[src/rtl/ts_packet_tx.sv]
// MPEG transport-stream packetiser: emits 188-byte packets one byte per tx_en slot,
// filling with null packets when the source has nothing ready at a packet boundary.
module ts_packet_tx #(
  parameter logic [12:0] PID      = 13'h0100,
  parameter logic [12:0] NULL_PID = 13'h1FFF
) (
  input  logic       clk,
  input  logic       rst,
  input  logic       enable,
  input  logic       tx_en,
  input  logic [7:0] pl_data,
  input  logic       pl_valid,
  output logic       pl_ready,
  output logic [7:0] byte_out,
  output logic       byte_valid,
  output logic       pkt_start,
  output logic       null_pkt,
  output logic       underrun
);

  typedef enum logic [2:0] {
    IDLE    = 3'd0,
    SYNC    = 3'd1,
    HDR1    = 3'd2,
    HDR2    = 3'd3,
    HDR3    = 3'd4,
    PAYLOAD = 3'd5
  } state_t;

  localparam logic [7:0] LAST_IDX = 8'd187;

  state_t      state_r, state_s;
  logic [7:0]  idx_r, idx_s;
  logic [3:0]  cc_r, cc_s;
  logic        null_r, null_s;
  logic [7:0]  byte_s;
  logic        valid_s, start_s, null_out_s, under_s;
  logic [12:0] pid_s;

  assign pl_ready = tx_en & (state_r == PAYLOAD) & ~null_r;
  assign pid_s    = null_r ? NULL_PID : PID;

  // Next-state and per-slot byte selection; IDLE with enable behaves as SYNC in the same slot.
  always_comb begin
    state_s    = state_r;
    idx_s      = idx_r;
    cc_s       = cc_r;
    null_s     = null_r;
    byte_s     = 8'h00;
    valid_s    = 1'b0;
    start_s    = 1'b0;
    null_out_s = 1'b0;
    under_s    = 1'b0;
    if (tx_en) begin
      case (state_r)
        IDLE, SYNC: begin
          if ((state_r == SYNC) || enable) begin
            null_s     = ~pl_valid;
            null_out_s = ~pl_valid;
            byte_s     = 8'h47;
            valid_s    = 1'b1;
            start_s    = 1'b1;
            idx_s      = 8'd1;
            state_s    = HDR1;
          end else begin
            state_s = IDLE;
          end
        end
        HDR1: begin
          byte_s     = {3'b000, pid_s[12:8]};
          valid_s    = 1'b1;
          null_out_s = null_r;
          idx_s      = 8'd2;
          state_s    = HDR2;
        end
        HDR2: begin
          byte_s     = pid_s[7:0];
          valid_s    = 1'b1;
          null_out_s = null_r;
          idx_s      = 8'd3;
          state_s    = HDR3;
        end
        HDR3: begin
          byte_s     = {2'b00, 2'b01, (null_r ? 4'h0 : cc_r)};
          valid_s    = 1'b1;
          null_out_s = null_r;
          idx_s      = 8'd4;
          state_s    = PAYLOAD;
          if (!null_r) begin
            cc_s = cc_r + 4'd1;
          end else begin
            cc_s = cc_r;
          end
        end
        PAYLOAD: begin
          valid_s    = 1'b1;
          null_out_s = null_r;
          if (null_r) begin
            byte_s = 8'hFF;
          end else if (pl_valid) begin
            byte_s = pl_data;
          end else begin
            // source ran dry: stuff the slot so the packet keeps its length
            byte_s  = 8'hFF;
            under_s = 1'b1;
          end
          if (idx_r == LAST_IDX) begin
            idx_s   = 8'd0;
            state_s = enable ? SYNC : IDLE;
          end else begin
            idx_s   = idx_r + 8'd1;
            state_s = PAYLOAD;
          end
        end
        default: begin
          state_s = IDLE;
          idx_s   = 8'd0;
        end
      endcase
    end else begin
      state_s = state_r;
    end
  end

  // State, counters and registered outputs.
  always_ff @(posedge clk or negedge rst) begin
    if (!rst) begin
      state_r    <= IDLE;
      idx_r      <= 8'd0;
      cc_r       <= 4'd0;
      null_r     <= 1'b0;
      byte_out   <= 8'h00;
      byte_valid <= 1'b0;
      pkt_start  <= 1'b0;
      null_pkt   <= 1'b0;
      underrun   <= 1'b0;
    end else begin
      state_r    <= state_s;
      idx_r      <= idx_s;
      cc_r       <= cc_s;
      null_r     <= null_s;
      byte_out   <= byte_s;
      byte_valid <= valid_s;
      pkt_start  <= start_s;
      null_pkt   <= null_out_s;
      underrun   <= under_s;
    end
  end

endmodule

[config.mk]
export PLATFORM = sky130hd
export DESIGN_NAME = ts_packet_tx
export DESIGN_NICKNAME = d
export VERILOG_FILES = /design/src/rtl/ts_packet_tx.sv
export SDC_FILE = /design/constraint.sdc
export NUM_CORES = 1
export LEC_CHECK = 0
export CORE_MARGIN = 2
export CORE_UTILIZATION = 35
export CTS_CLUSTER_DIAMETER = 100
export DETAILED_ROUTE_END_ITERATION = 12
export DONT_BUFFER_PORTS = 1
export GPL_ROUTABILITY_DRIVEN = 0
export PLACE_DENSITY_LB_ADDON = 0.1
export SLEW_MARGIN = 5
export SYNTH_ARGS = -nofsm -noshare
export SYNTH_HDL_FRONTEND = slang
export SYNTH_SLANG_ARGS = --single-unit
[constraint.sdc]
create_clock -name clk -period 3.5 [get_ports clk]
set_input_delay 0.7 -clock clk [delete_from_list [all_inputs] [get_ports clk]]
set_output_delay 0.7 -clock clk [all_outputs]
set_load 0.01 [all_outputs]
Word-level counts from Yosys, hierarchy flattened
Cells that the tools add are included.
{"block": "word_totals", "regBits": 28, "inputBits": 13, "out_inout_bits": 13}
{"block": "op_classes", "addsub": 2, "n_eq_ne": 7, "n_mux": 26, "bitwise": 4, "n_reduce_logical": 7}
{"cell": "$pmux W8 S5", "count": 2}
{"cell": "$mux W8", "count": 5}
{"cell": "$pmux W3 S5", "count": 1}
{"cell": "$mux W13", "count": 1}
{"cell": "$mux W1", "count": 11}
{"cell": "$add A8 B1 Y8 const B", "count": 1}
{"cell": "$eq A8 B8 Y1 const B", "count": 1}
{"cell": "$mux W7", "count": 1}
{"cell": "$eq A3 B2 Y1 const B", "count": 2}
{"cell": "$eq A3 B3 Y1 const B", "count": 2}
{"cell": "$reduce_and A3 Y1", "count": 2}
{"cell": "$add A4 B1 Y4 const B", "count": 1}
{"cell": "$mux W4", "count": 1}
{"cell": "$pmux W1 S2", "count": 2}
{"cell": "$reduce_or A4 Y1", "count": 1}
{"cell": "$eq A3 B1 Y1 const B", "count": 1}
{"cell": "$logic_not A3 Y1", "count": 1}
{"cell": "$mux W3", "count": 1}
{"cell": "$and A1 B1 Y1", "count": 2}
{"cell": "$mux W2", "count": 1}
{"cell": "$ne A2 B2 Y1 const B", "count": 1}
{"cell": "$not A1 Y1", "count": 2}
{"cell": "$reduce_and A2 Y1", "count": 1}
{"cell": "$reduce_or A2 Y1", "count": 1}
{"cell": "$logic_or A1 B1 Y1", "count": 1}

Logic depth before layout (Yosys ltp)
Gate-level depths: netlist (run 1).
{"block": "depth", "word_depth": 5, "depth_mapped": 6, "depth_no_buf": 5}

Least setup slack after synthesis (run 1)
OpenSTA, ideal clock, no wires.
{"block": "synth_timing", "path_type": "in2reg", "start": "input enable", "end": "register idx_r[2]", "arrival_ns": 1.743, "t_required_ns": 3.374, "slack_ns": 1.631, "stages": 5, "path_buffers": 1, "path_cell_list": "clkbuf_1 or4_4 nand3_2 o21ai_2 a221o_1"}
{"block": "synth_via", "elab_chain_cells": 3}
{"item": "start, declared", "line_no": "9", "text": "input logic enable,"}
{"item": "$logic_or A1 B1 Y1", "line_no": "57", "text": "if ((state_r == SYNC) || enable) begin"}
{"item": "$ne A2 B2 Y1 (no line)"}
{"item": "$reduce_and A2 Y1 (no line)"}
{"item": "end signal, assigned", "line_no": "139", "text": "idx_r <= idx_s;"}
{"item": "end, declared", "line_no": "33", "text": "logic [7:0] idx_r, idx_s;"}
Every way passes these cells.
A chain may end at the register's enable or synchronous reset.

Worst setup path after layout (run 1)
{"block": "layout_timing", "start": "register state_r[2]", "end": "output pl_ready"}
{"block": "layout_via", "elab_chain_cells": 3}
{"item": "start, declared", "line_no": "32", "text": "state_t state_r, state_s;"}
{"item": "start signal, assigned", "line_no": "138", "text": "state_r <= state_s;"}
{"item": "$eq A3 B3 Y1", "line_no": "40", "text": "assign pl_ready = tx_en & (state_r == PAYLOAD) & ~null_r;"}
{"item": "$and A1 B1 Y1 (2 in a row)", "line_no": "40"}
{"item": "end, declared", "line_no": "13", "text": "output logic pl_ready,"}
Every way passes these cells.

==> metrics.md, run 1 <==
| Metric | Value |
|---|---|
| Outcome | finished clean |
| Worst hold path class | input port to asynchronous set/reset pin |
| Area share of the largest cell type after synthesis | 0.476 |
| Starting Density | 0.366 |
| Start point of the critical path | state_r[2] |
| # DRC | 0 |
| Post-route cell area | 1550 um2 |
| Clock buffer depth | 2 |
| # diodes | 0 |
| Area Growth Syn to Fin | 5.52% |
| Synth Flop Type | dfrtp_1 |
| Net Count, Synth | 173 |
| Largest cells by area after synthesis | dfrtp_1 (48%), o21ai_0 (5.8%), nand2_1 (4.1%) |
| Yosys cell types | 43 |
| Clk slew on worst S/H paths | 0.10 ns |
| Num ports | 26 |
| Switching pwr | 464 uW |
| Worst path required time | 2.80 ns |
| Critical Path Fanout Max | 19 |
| Post-synth EDFFs | 0 |
| Nets | 167 |
| Cts bufs inserted | 3 |
| Die W | 68.9 um |
| Most numerous cell in the Yosys netlist | dfrtp_1 |
| Post-synth ARST share | 1.00 |
| Core area | 4030 um2 |
| Die footprint | 4740 um2 |
| Final ANT Viol Nets | 0 |
| Worst path slowest cell | dfrtp_1 |
| Routed WL | 3290 um |
| Port bufs | 0 |
| Sequential power share | 0.498 |
| Min Tclk post-route | 2.36 ns |
| Total gr overflow | 0 |
| Final Cycle Share | 0.675 |
| First-pass GRT wire length | 5280 um |
| Max-cap check violation count | 0 |
| Crit-path max cell delay | 0.71 ns |
| Delay-heaviest family, CP | flip-flops |
| P per Cell Area | 772 nW/um2 |
| Synth Instances | 158 |
| Area post-placement | 1480 um2 |
| Setup bufs post-CTS | 0 |
| Worst-Margin Slew | 0.552 ns |
| Syn Area/Cell | 9.32 um2 |
| DR iter-0 viols | 49 |
| Mapped Area | 1470 um2 |
| Clock power share | 0.214 |
| RSZ-0062 raised after global routing | false |
| Final setup TNS | 0 ns |
| Max-slew violation count | 0 |
| Ys Warns | 0 |
| Sw Ratio | 0.387 |
| CP startpoint kind | flop |
| Crit path cell chain | and3b_1 -> and2_1 |
| Post-cts resize count | 0 |
| Synth cell count leaders | dfrtp_1 (28), o21ai_0 (17), nand2_1 (16) |
| R2r startpoint | state_r[2] |
| WL/cell | 16.4 um |
| H-tree depth | 1 |
| Final Hold Vio Count | 0 |
| Vias per inst | 5.74 |
| Sequential fraction of the synthesis area | 0.476 |
| Cell Rows | 23 |
| Lkg Pwr | 0.683 nW |
| Hold Buf Count CTS | 0 |
| Setup violators final | 0 |
| Largest net degree at the start of global routing | 29 |
| Buffer and inverter count on the worst path | 0 |
| Hpwl dp | 2290 um |
| Power Internal | 736 uW |
| Comb power frac | 0.288 |
| Vias after detailed routing | 1154 |
| Share of cells above drive strength 1 | 0.0728 |
| CTS Sinks | 28 |
| CTS tree | built |
| Synth area leader | dfrtp_1 |
| TritonRoute pass-1 iters | 6 |
| Initial antenna violation count | 0 |
| FF+latch count, synth | 28 |
| Setup Skew | 0.0104 ns |
| Setup CP Type | flop to output pin |
| Relative slew margins | 0.632 |
| Overall Global Routing Usage | 0.152 |
| CTS root buf | clkbuf_8 |
| Clock Latency Late Sink | 0.28 ns |
| Max IR drop VDD | 0.368 mV |
| Number of global-route vias before repair | 1094 |
| CP Capture Type | output pin |
| Worst EP arrival | 1.66 ns |
| FMAX | 424 MHz |
| Height of the die | 68.9 um |
placed cells by master (no fill, tap or decap), types with 2 or more instances in the layout:
master / netlist / routed
dfrtp_1: 28 / 28
o21ai_0: 17 / 17
nand2_1: 16 / 16
nand3_1: 10 / 10
nor2_1: 8 / 8
a21oi_1: 8 / 8
a31oi_1: 5 / 5
and3_1: 5 / 5
inv_1: 4 / 4
a21o_1: 4 / 4
nor2b_1: 3 / 3
and2_1: 3 / 3
a22o_1: 3 / 3
xnor2_1: 3 / 3
clkbuf_8: 0 / 3
nand4b_1: 2 / 2
a221o_1: 2 / 2
o211ai_1: 2 / 2
ha_1: 2 / 2
stage by stage:
step	hold WS (ns)	util	instances	setup slack, ns	total power [mW]
2_1_floorplan	0.404	-	158	1.63	0.878
3_3_place_gp	0.405	0.368	197	1.56	0.933
3_5_place_dp	0.405	0.368	197	1.49	0.946
4_1_cts	0.0904	0.386	201	1.16	1.21
5_1_grt	0.0790	0.386	201	1.03	1.30
6_report	0.0988	0.386	201	1.14	1.20
logic make-up after synthesis:
family | count (synthesis) | synth area share
buffers and inverters | 15 | 0.0459
adders and majority gates | 2 | 0.0170
AOI/OAI and AO/OA | 51 | 0.222
DFF | 28 | 0.476
xor gates and xnor gates | 4 | 0.0238
and+or+nand+nor | 57 | 0.208
muxes | 1 | 0.00765
power groups by stage:
stage | Clock (mW) | Combinational [mW] | Sequential, mW
2_1_floorplan | 0 | 0.373 | 0.505
3_3_place_gp | 0 | 0.343 | 0.590
3_5_place_dp | 0 | 0.347 | 0.599
4_1_cts | 0.266 | 0.348 | 0.594
5_1_grt | 0.280 | 0.399 | 0.620
6_report | 0.257 | 0.346 | 0.598
flip-flops by register name (all words and copies together), names as in the netlist:
register,cells
cc_r,4
idx_r,8
byte_valid,1
pkt_start,1
byte_out,8
null_pkt,1
underrun,1
state_r,3
null_r,1
routing by layer:
layer | global-route usage | vias up | routed length (um)
met5 | 0 | - | 0
met2 | 0.220 | 42 | 1430
li1 | - | 550 | -
met4 | 0.0662 | 0 | 40
met1 | 0.217 | 558 | 1610
met3 | 0.0341 | 4 | 218
cell type report:
class                      instances  area [um2]
clock inverter                     1        30.0
multi-input combinational        115         704
sequential                        28         701
tap                               50        62.6
inverter                           4        15.0
fill                             430        2470
clock buffer                       3        41.3
final timing paths:
path                              end  slack [ns]  depth (start not counted)
hold reg to reg               cc_r[3]        0.49                          1
setup / recovery             pl_ready        1.14                          2
setup reg to reg             idx_r[2]        1.47                          4
max in group asynchronous  state_r[1]        3.32                          0
min in group clk              cc_r[3]        0.49                          1
hold / removal                cc_r[0]         0.1                          0
No activity file was read; power rests on OpenSTA's default activity.
==> run 2, diff against run 1 <==
Clock period 3.5 ns to 2.4 ns, I/O delays scaled along.
==> metrics.md, run 2 (synthesis gave the netlist of run 1 again) <==
| Metric | Value |
|---|---|
| P per Cell Area | 1060 nW/um2 |
| First-pass GRT wire length | 4970 um |
| Outcome | finished clean |
| Worst-Margin Slew | 0.505 ns |
| Crit path cell chain | and3b_1 -> and2_1 |
| Clock buffer depth | 2 |
| Crit-path max cell delay | 0.66 ns |
| Final ANT Viol Nets | 0 |
| Height of the die | 68.9 um |
| Most frequent cells in the layout | dfrtp_1 (28), o21ai_0 (17), nand2_1 (16) |
| Worst path slowest cell | dfrtp_1 |
| Post-cts resize count | 0 |
| CTS Sinks | 28 |
| Die W | 68.9 um |
| GR Util met2 | 0.202 |
| Worst path required time | 1.92 ns |
| CP Capture Type | output pin |
| Clock Latency Late Sink | 0.27 ns |
| Area Growth Syn to Fin | 5.35% |
| FF+latch area | 701 um2 |
| Core area | 4030 um2 |
| Vias after detailed routing | 1112 |
| Cts bufs inserted | 3 |
| Total gr overflow | 0 |
| RSZ-0062 raised after global routing | false |
| WL/cell | 15.9 um |
| Worst hold path class | input port to asynchronous set/reset pin |
| CTS tree | built |
| Starting Density | 0.366 |
| Largest net degree at the start of global routing | 29 |
| Die footprint | 4740 um2 |
| GRT met1 Usage | 0.205 |
| Number of global-route vias before repair | 1029 |
| Setup CP Type | flop to output pin |
| Setup Skew | 0.00185 ns |
| CP startpoint kind | flop |
| Port bufs | 0 |
| Clk slew on worst S/H paths | 0.09 ns |
| Max-cap check violation count | 0 |
| Routed WL | 3210 um |
| Regs by FF count | byte_out (8), idx_r (8), cc_r (4) |
| Critical Path Fanout Max | 19 |
| Num ports | 26 |
| Setup violators final | 0 |
| Relative slew margins | 0.663 |
| Final Util | 0.385 |
| Max IR drop VDD | 0.677 mV |
| Filler cell count | 403 |
| Nets | 169 |
| Final Cycle Share | 0.867 |
| Hold Buf Count CTS | 1 |
| H-tree depth | 1 |
| Setup WS pre-CTS | 0.484 ns |
| Max-slew violation count | 0 |
| CTS root buf | clkbuf_8 |
| Multi-input combinational cell area | 704 um2 |
| Min Tclk post-route | 2.08 ns |
| Setup bufs post-CTS | 0 |
| FMAX | 481 MHz |
| Most common cell after layout, fill and taps aside | dfrtp_1 |
| GRT met3 Usage | 0.0373 |
| Cell Rows | 23 |
| Worst EP arrival | 1.60 ns |
| Final Hold Vio Count | 0 |
| Initial antenna violation count | 0 |
| DR iter-0 viols | 88 |
| Lkg Pwr | 0.683 nW |
| Worst setup margin | 0.320 ns |
| Final setup TNS | 0 ns |
| # diodes | 0 |
| Vias per inst | 5.50 |
| TritonRoute pass-1 iters | 4 |
| Hpwl dp | 2330 um |
| # DRC | 0 |
| Overall Global Routing Usage | 0.143 |
| Share of cells above drive strength 1 | 0.0789 |
| GR peak layer | met1 |
[run 2: cell type report]
type | instances | area share
Multi-Input combinational cell | 115 | 0.454
Sequential cell | 28 | 0.452
Tap cell | 50 | 0.0403
Clock buffer | 3 | 0.0266
Timing Repair Buffer | 2 | 0.0177
Inverter | 4 | 0.00968
[run 2: metrics by stage]
| step | cells | cell area [um2] | power (mW) | hold WS [ns] |
|---|---|---|---|---|
| 2_1_floorplan | 158 | 1470 | 1.28 | 0.184 |
| 3_3_place_gp | 198 | 1490 | 1.38 | 0.185 |
| 3_5_place_dp | 198 | 1490 | 1.39 | 0.185 |
| 4_1_cts | 202 | 1550 | 1.66 | 0.0168 |
| 5_1_grt | 202 | 1550 | 1.78 | 0.00765 |
| 6_report | 202 | 1550 | 1.64 | 0.0132 |
[run 2: final timing paths]
path / slack, ns / cells after the start / start / to
max: 0.32 / 2 / state_r[0] / pl_ready
min reg2reg: 0.49 / 1 / cc_r[3] / cc_r[3]
min in group clk: 0.29 / 1 / pl_valid / null_r
max reg2reg: 0.45 / 4 / state_r[0] / idx_r[2]
max in group asynchronous: 2.23 / 1 / rst / state_r[0]
min: 0.01 / 1 / rst / idx_r[4]
[run 2: power by group]
group	internal, mW	switching [mW]
sequential	0.618	0.229
clock	0.113	0.137
combinational	0.247	0.301
[run 2: per-layer routing]
metal  up-vias  wire (um)
met1       525       1640
li1        558          -
met2        24       1330
met3         5        193
met5         -          0
met4         0         51
[run 2: critical path: cells and delay by family, from the launching register on]
family | cells | cell delay, ns
and+or+nand+nor | 2 | 0.66
DFF | 1 | 0.66
